==> src/rtl/line_receiver_if.sv <==
// Handshake and read-port bundle between the UART side, line_receiver and the command decoders.
// master: the side that feeds bytes and consumes lines; slave: line_receiver itself.
interface line_receiver_if #(
    parameter int ADDR_W = 4
);
    logic [7:0]        rx_data;
    logic              new_rx_data;
    logic              line_valid;
    logic [ADDR_W:0]   line_len;
    logic              overflow;
    logic [ADDR_W-1:0] rd_addr;
    logic [7:0]        rd_data;
    logic              line_ack;
    logic [7:0]        tx_data;
    logic              new_tx_data;
    logic              tx_busy;

    modport master (
        output rx_data, new_rx_data, rd_addr, line_ack, tx_busy,
        input  line_valid, line_len, overflow, rd_data, tx_data, new_tx_data
    );

    modport slave (
        input  rx_data, new_rx_data, rd_addr, line_ack, tx_busy,
        output line_valid, line_len, overflow, rd_data, tx_data, new_tx_data
    );
endinterface

==> src/rtl/line_receiver.sv <==
// Line buffer for UART input with backspace editing and a registered read port for command logic.
// Optional character echo on the UART transmit handshake is built when LINE_RECEIVER_ECHO_EN is defined.
module line_receiver #(
    parameter int MAX_LEN = 16,
    parameter int ADDR_W  = 4
) (
    input  logic           clk,
    input  logic           rst,
    line_receiver_if.slave bus
);
    localparam logic [ADDR_W:0] MAX_CNT = (ADDR_W+1)'(MAX_LEN);

    typedef enum logic {RECV, HOLD} state_t;

    state_t          state_reg, state_next;
    logic [ADDR_W:0] count_reg, count_next;
    logic [ADDR_W:0] len_reg, len_next;
    logic            overflow_reg, overflow_next;
    logic            wr_en;
    logic            is_term, is_erase;
    logic            echo_req, echo_lf;
    logic [7:0]      echo_byte;

    // Sized to the full address space so any rd_addr maps to a real entry.
    logic [7:0] buffer [2**ADDR_W];
    logic [7:0] rd_data_reg;

    assign is_term  = (bus.rx_data == 8'h0D) || (bus.rx_data == 8'h0A);
    assign is_erase = (bus.rx_data == 8'h08) || (bus.rx_data == 8'h7F);

    always_ff @(posedge clk) begin
        if (rst) begin
            state_reg    <= RECV;
            count_reg    <= '0;
            len_reg      <= '0;
            overflow_reg <= 1'b0;
        end else begin
            state_reg    <= state_next;
            count_reg    <= count_next;
            len_reg      <= len_next;
            overflow_reg <= overflow_next;
        end
    end

    always_comb begin
        state_next    = state_reg;
        count_next    = count_reg;
        len_next      = len_reg;
        overflow_next = overflow_reg;
        wr_en         = 1'b0;
        echo_req      = 1'b0;
        echo_lf       = 1'b0;
        echo_byte     = 8'h00;
        case (state_reg)
            RECV: begin
                if (bus.new_rx_data) begin
                    if (is_term) begin
                        // Empty terminators are ignored so CR LF produces a single line.
                        if (count_reg != '0) begin
                            len_next   = count_reg;
                            state_next = HOLD;
                            echo_req   = 1'b1;
                            echo_lf    = 1'b1;
                            echo_byte  = 8'h0D;
                        end
                    end else if (is_erase) begin
                        if (count_reg != '0) begin
                            count_next = count_reg - 1'b1;
                            echo_req   = 1'b1;
                            echo_byte  = 8'h08;
                        end
                    end else if (count_reg < MAX_CNT) begin
                        wr_en      = 1'b1;
                        count_next = count_reg + 1'b1;
                        echo_req   = 1'b1;
                        echo_byte  = bus.rx_data;
                    end else begin
                        overflow_next = 1'b1;
                        echo_req      = 1'b1;
                        echo_byte     = 8'h07;
                    end
                end
            end
            HOLD: begin
                if (bus.line_ack) begin
                    state_next    = RECV;
                    count_next    = '0;
                    len_next      = '0;
                    overflow_next = 1'b0;
                end
            end
            default: state_next = RECV;
        endcase
    end

    // Buffer and read register carry no reset so they map onto block RAM.
    always_ff @(posedge clk) begin
        if (wr_en) begin
            buffer[count_reg[ADDR_W-1:0]] <= bus.rx_data;
        end
        rd_data_reg <= buffer[bus.rd_addr];
    end

    assign bus.line_valid = (state_reg == HOLD);
    assign bus.line_len   = len_reg;
    assign bus.overflow   = overflow_reg;
    assign bus.rd_data    = rd_data_reg;

`ifdef LINE_RECEIVER_ECHO_EN
    logic [7:0] q_data_reg [2];
    logic [7:0] q_data_next [2];
    logic [1:0] q_count_reg, q_count_next;
    logic       pop;

    assign pop = (q_count_reg != 2'd0) && !bus.tx_busy;

    // Pop first, then append; requests that find no free slot are discarded.
    always_comb begin
        q_data_next[0] = q_data_reg[0];
        q_data_next[1] = q_data_reg[1];
        q_count_next   = q_count_reg;
        if (pop) begin
            q_data_next[0] = q_data_reg[1];
            q_count_next   = q_count_reg - 2'd1;
        end
        if (echo_req && (q_count_next != 2'd2)) begin
            q_data_next[q_count_next[0]] = echo_byte;
            q_count_next                 = q_count_next + 2'd1;
        end
        if (echo_lf && (q_count_next != 2'd2)) begin
            q_data_next[q_count_next[0]] = 8'h0A;
            q_count_next                 = q_count_next + 2'd1;
        end
    end

    always_ff @(posedge clk) begin
        if (rst) begin
            q_data_reg[0] <= 8'h00;
            q_data_reg[1] <= 8'h00;
            q_count_reg   <= 2'd0;
        end else begin
            q_data_reg[0] <= q_data_next[0];
            q_data_reg[1] <= q_data_next[1];
            q_count_reg   <= q_count_next;
        end
    end

    assign bus.new_tx_data = pop;
    assign bus.tx_data     = q_data_reg[0];
`else
    logic unused_echo;
    assign unused_echo     = ^{bus.tx_busy, echo_req, echo_lf, echo_byte};
    assign bus.new_tx_data = 1'b0;
    assign bus.tx_data     = 8'h00;
`endif
endmodule
==> src/flat_wrapper.sv <==
// flat-port wrapper written by rule: the top's interface ports become plain ports
module line_receiver_flat 
#(
    parameter int MAX_LEN = 16,
    parameter int ADDR_W  = 4
)
  (clk, rst, bus_rx_data, bus_new_rx_data, bus_rd_addr, bus_line_ack, bus_tx_busy, bus_line_valid, bus_line_len, bus_overflow, bus_rd_data, bus_tx_data, bus_new_tx_data);
  line_receiver_if #(.ADDR_W(ADDR_W)) bus_i ();
  input  logic clk;
  input  logic rst;
  input wire logic [$bits(bus_i.rx_data)-1:0] bus_rx_data;
  input wire logic [$bits(bus_i.new_rx_data)-1:0] bus_new_rx_data;
  input wire logic [$bits(bus_i.rd_addr)-1:0] bus_rd_addr;
  input wire logic [$bits(bus_i.line_ack)-1:0] bus_line_ack;
  input wire logic [$bits(bus_i.tx_busy)-1:0] bus_tx_busy;
  output wire logic [$bits(bus_i.line_valid)-1:0] bus_line_valid;
  output wire logic [$bits(bus_i.line_len)-1:0] bus_line_len;
  output wire logic [$bits(bus_i.overflow)-1:0] bus_overflow;
  output wire logic [$bits(bus_i.rd_data)-1:0] bus_rd_data;
  output wire logic [$bits(bus_i.tx_data)-1:0] bus_tx_data;
  output wire logic [$bits(bus_i.new_tx_data)-1:0] bus_new_tx_data;
  assign bus_i.rx_data = bus_rx_data;
  assign bus_i.new_rx_data = bus_new_rx_data;
  assign bus_i.rd_addr = bus_rd_addr;
  assign bus_i.line_ack = bus_line_ack;
  assign bus_i.tx_busy = bus_tx_busy;
  assign bus_line_valid = bus_i.line_valid;
  assign bus_line_len = bus_i.line_len;
  assign bus_overflow = bus_i.overflow;
  assign bus_rd_data = bus_i.rd_data;
  assign bus_tx_data = bus_i.tx_data;
  assign bus_new_tx_data = bus_i.new_tx_data;
  line_receiver #(.MAX_LEN(MAX_LEN), .ADDR_W(ADDR_W)) u_core (.clk(clk), .rst(rst), .bus(bus_i));
endmodule
==> config.mk <==
export PLATFORM = sky130hd
export DESIGN_NAME = line_receiver_flat
export DESIGN_NICKNAME = d
export VERILOG_FILES = /design/src/rtl/line_receiver_if.sv /design/src/rtl/line_receiver.sv /design/src/flat_wrapper.sv
export SDC_FILE = /design/constraint.sdc
export NUM_CORES = 1
export LEC_CHECK = 0
export ABC_AREA = 1
export CAP_MARGIN = 20
export CORE_MARGIN = 2
export CORE_UTILIZATION = 63
export CTS_BUF_LIST = sky130_fd_sc_hd__clkbuf_4 sky130_fd_sc_hd__clkbuf_8 sky130_fd_sc_hd__clkbuf_16
export CTS_CLUSTER_DIAMETER = 50
export CTS_CLUSTER_SIZE = 40
export DETAILED_ROUTE_END_ITERATION = 10
export GPL_TIMING_DRIVEN = 0
export PLACE_DENSITY_LB_ADDON = 0.12
export SYNTH_ARGS = -nofsm -noshare
export SYNTH_HDL_FRONTEND = slang
export SYNTH_SLANG_ARGS = --single-unit
==> constraint.sdc <==
create_clock -name clk -period 4.9 [get_ports clk]
set_clock_uncertainty 0.1 [all_clocks]
set_input_delay 0.98 -clock clk [delete_from_list [all_inputs] [get_ports clk]]
set_output_delay 0.98 -clock clk [all_outputs]
set_load 0.05 [all_outputs]
==> metrics <==
status=completed; max reg flops=128; Vias=between 4000 and 5000; post-cts resize count=0; most frequent cells in the layout=nor2_1 (134), edfxtp_1 (128), o21ai_0 (67), nand2_1 (52), o211ai_1 (32); Simple-Gate Fraction of Synth Area=between 10% and 20%; clock slew at reported path FFs=60 ps; min Tclk post-route=3980 ps; RSZ-0062 raised after global routing=no; Power Density=roughly 400 nW/µm²; Site Rows=36; # setup viols final=0; Worst slew margin=a little under 40%; Final Net Count=628; Fmax=roughly 250 MHz; synthesized area=between 6000 and 7000 µm²; ranking of synthesized cells by area=edfxtp_1 (62%), nor2_1 (8.1%), dfxtp_1 (6.5%), o21ai_0 (5.4%), o211ai_1 (3.9%); Post-Synth XOR/XNOR Area=0%; Die ar.=between 10000 and 15000 µm²; Seq cells post-synth=roughly 150; TritonCTS buffer count=17; Yosys cell types=27; required time of the critical path=4950 ps; Worst Tran Pin Value=903 ps; layout cells sized above 1=a little under a tenth; Ant. Diodes=0; Iteration-0 DRC Markers=328; period utilisation layout=81.2%; Compound-Gate Fraction of Synth Area=~11%; post-route ant nets=0; first-pass GRT wire length=approximately 23000 µm; multiplexer area fraction after synthesis=0%; adder-cell share of the synthesized area=~1.5%; DP HPWL=just under 10000 µm; CP Capture Type=flip-flop; Hold Path Class=reg -> reg; Crit Path Class=in -> reg; hold buffer count at cts=0; CP Launch Type=primary input; starting density of the core=between 60% and 70%; Seq/Total Area, Yosys=68.6%; Static Leakage=between 2 and 3 nW; wire per inst=19.9 µm; Final Max Slew Viols=0; Clock Latency Late Sink=530 ps; Synth area leader=edfxtp_1; critical path data arrival time=4030 ps; largest net degree at the start of global routing=20; Setup Fix Bufs, Post-CTS=0; Die Wd=around 100 µm; final WL=roughly 15000 µm; Root Buffer=clkbuf_8; post-synth top area share=62.1%; Mean Syn Cell Area=~11 µm²; GRT Residual Overflow=0; vias in the first global route=4167; Max Fanout on Critical Path=18; Ports=41; Setup TNS=0 ps; Gate Count Post-Synth=about 550; RD Place Congestion=~0.87; Tot Pwr=2.89 mW; Die Ht=just over 100 µm; Syn-to-layout area delta=16.2%; core area=9640 µm²; DRC=0; initial antenna violation count=0; largest family of logic cells by synthesized area=simple AND/OR/NAND/NOR gates; final hold vios=0; CTS HTree Levels=4; MaxCap Viol Count=0; CTS tree=built; Total GRT Usage=30.2%; most common cell after layout, fill and taps aside=nor2_1; DRT Pass-1 Iters=6; number of I/O port buffers=26; Synth Warn #=0; CTS Buffer Depth=2; maximum vdd drop=around 0.00024 V; vias per cell=approximately 6; clk sink count=approximately 150
[metrics by stage]
step | std cells | area (µm²) | worst slack [ps] | hold slack, ps | utilization [%]
after floorplan | 559 | 6220 | 2110 | 368 | -
after global placement | 718 | 6650 | 593 | 339 | 69.0
after detailed placement | 718 | 6650 | 407 | 356 | 69.0
after CTS | 750 | 7190 | 977 | 367 | 74.6
after global routing | 750 | 7190 | 724 | 384 | 74.6
final | 750 | 7190 | 921 | 362 | 74.6
[final timing paths]
check                              start                endpoint  slack, ps  depth (start not counted)
setup / recovery          bus_rx_data[7]     u_core.buffer[3][0]        920                         12
hold / removal    u_core.bus.line_len[4]  u_core.bus.line_len[4]        360                          2
setup reg to reg     u_core.count_reg[4]     u_core.buffer[3][0]       2680                          6
hold reg to reg   u_core.bus.line_len[4]  u_core.bus.line_len[4]        360                          2
[per-layer routing]
metal | routed length (µm) | global-route usage [%]
met5 | 0 | 0
met1 | 5920 | 39.9
met2 | 7130 | 48.3
met3 | 1540 | 8.47
met4 | 357 | 10.9
[synthesized netlist by cell type]
cell type and count:
nor2_1 134, edfxtp_1 128, o21ai_0 67, nand2_1 52, o211ai_1 32, nand3_1 25
inv_1 21, dfxtp_1 20, buf_4 13, clkbuf_1 13, a21oi_1 9, buf_2 7
o21ai_1 7, ha_1 6, nor2_2 3, nand3b_1 2, or2_2 2, a21o_1 1
a21oi_2 1, conb_1 1, fa_1 1, inv_2 1, inv_4 1, nand2_2 1
nor2_4 1, o21ai_2 1, or2_4 1
[kinds of logic (layout without fill, tap and decap cells)]
group	after synthesis	in the layout
compound gates	118	118
fa+ha+maj	7	7
buf+inv	56	114
flops	148	148
other cells	1	9
simple gates	221	221
[layout make-up]
type                       count  area (µm²)
buffer                        33         181
clock buffer                  19         429
clock inverter                13         116
fill                         661        2450
inverter                      23        88.8
multi-input combinational    355        1710
sequential                   148        4240
tap                          133         166
timing repair buffer          26         260
[power by group]
part | switching (mW) | total [mW] | internal, mW | leakage, nW
Clock | 0.479 | 1.20 | 0.722 | 0.262
Sequential | 0.0151 | 1.42 | 1.40 | 1.32
Combinational | 0.190 | 0.266 | 0.0761 | 0.974
[worst max-delay path, stage by stage]
cell and delay (ps):
clkdlybuf4s50_1 1000, inv_1 140, nand2_1 100, nor2_1 60, nand2_1 60, nand2_1 230, inv_1 180, ha_1 160
nand3_1 80, nor2_2 150, nand3_1 160, nor2_1 730
(Power assumes the default switching activity.)
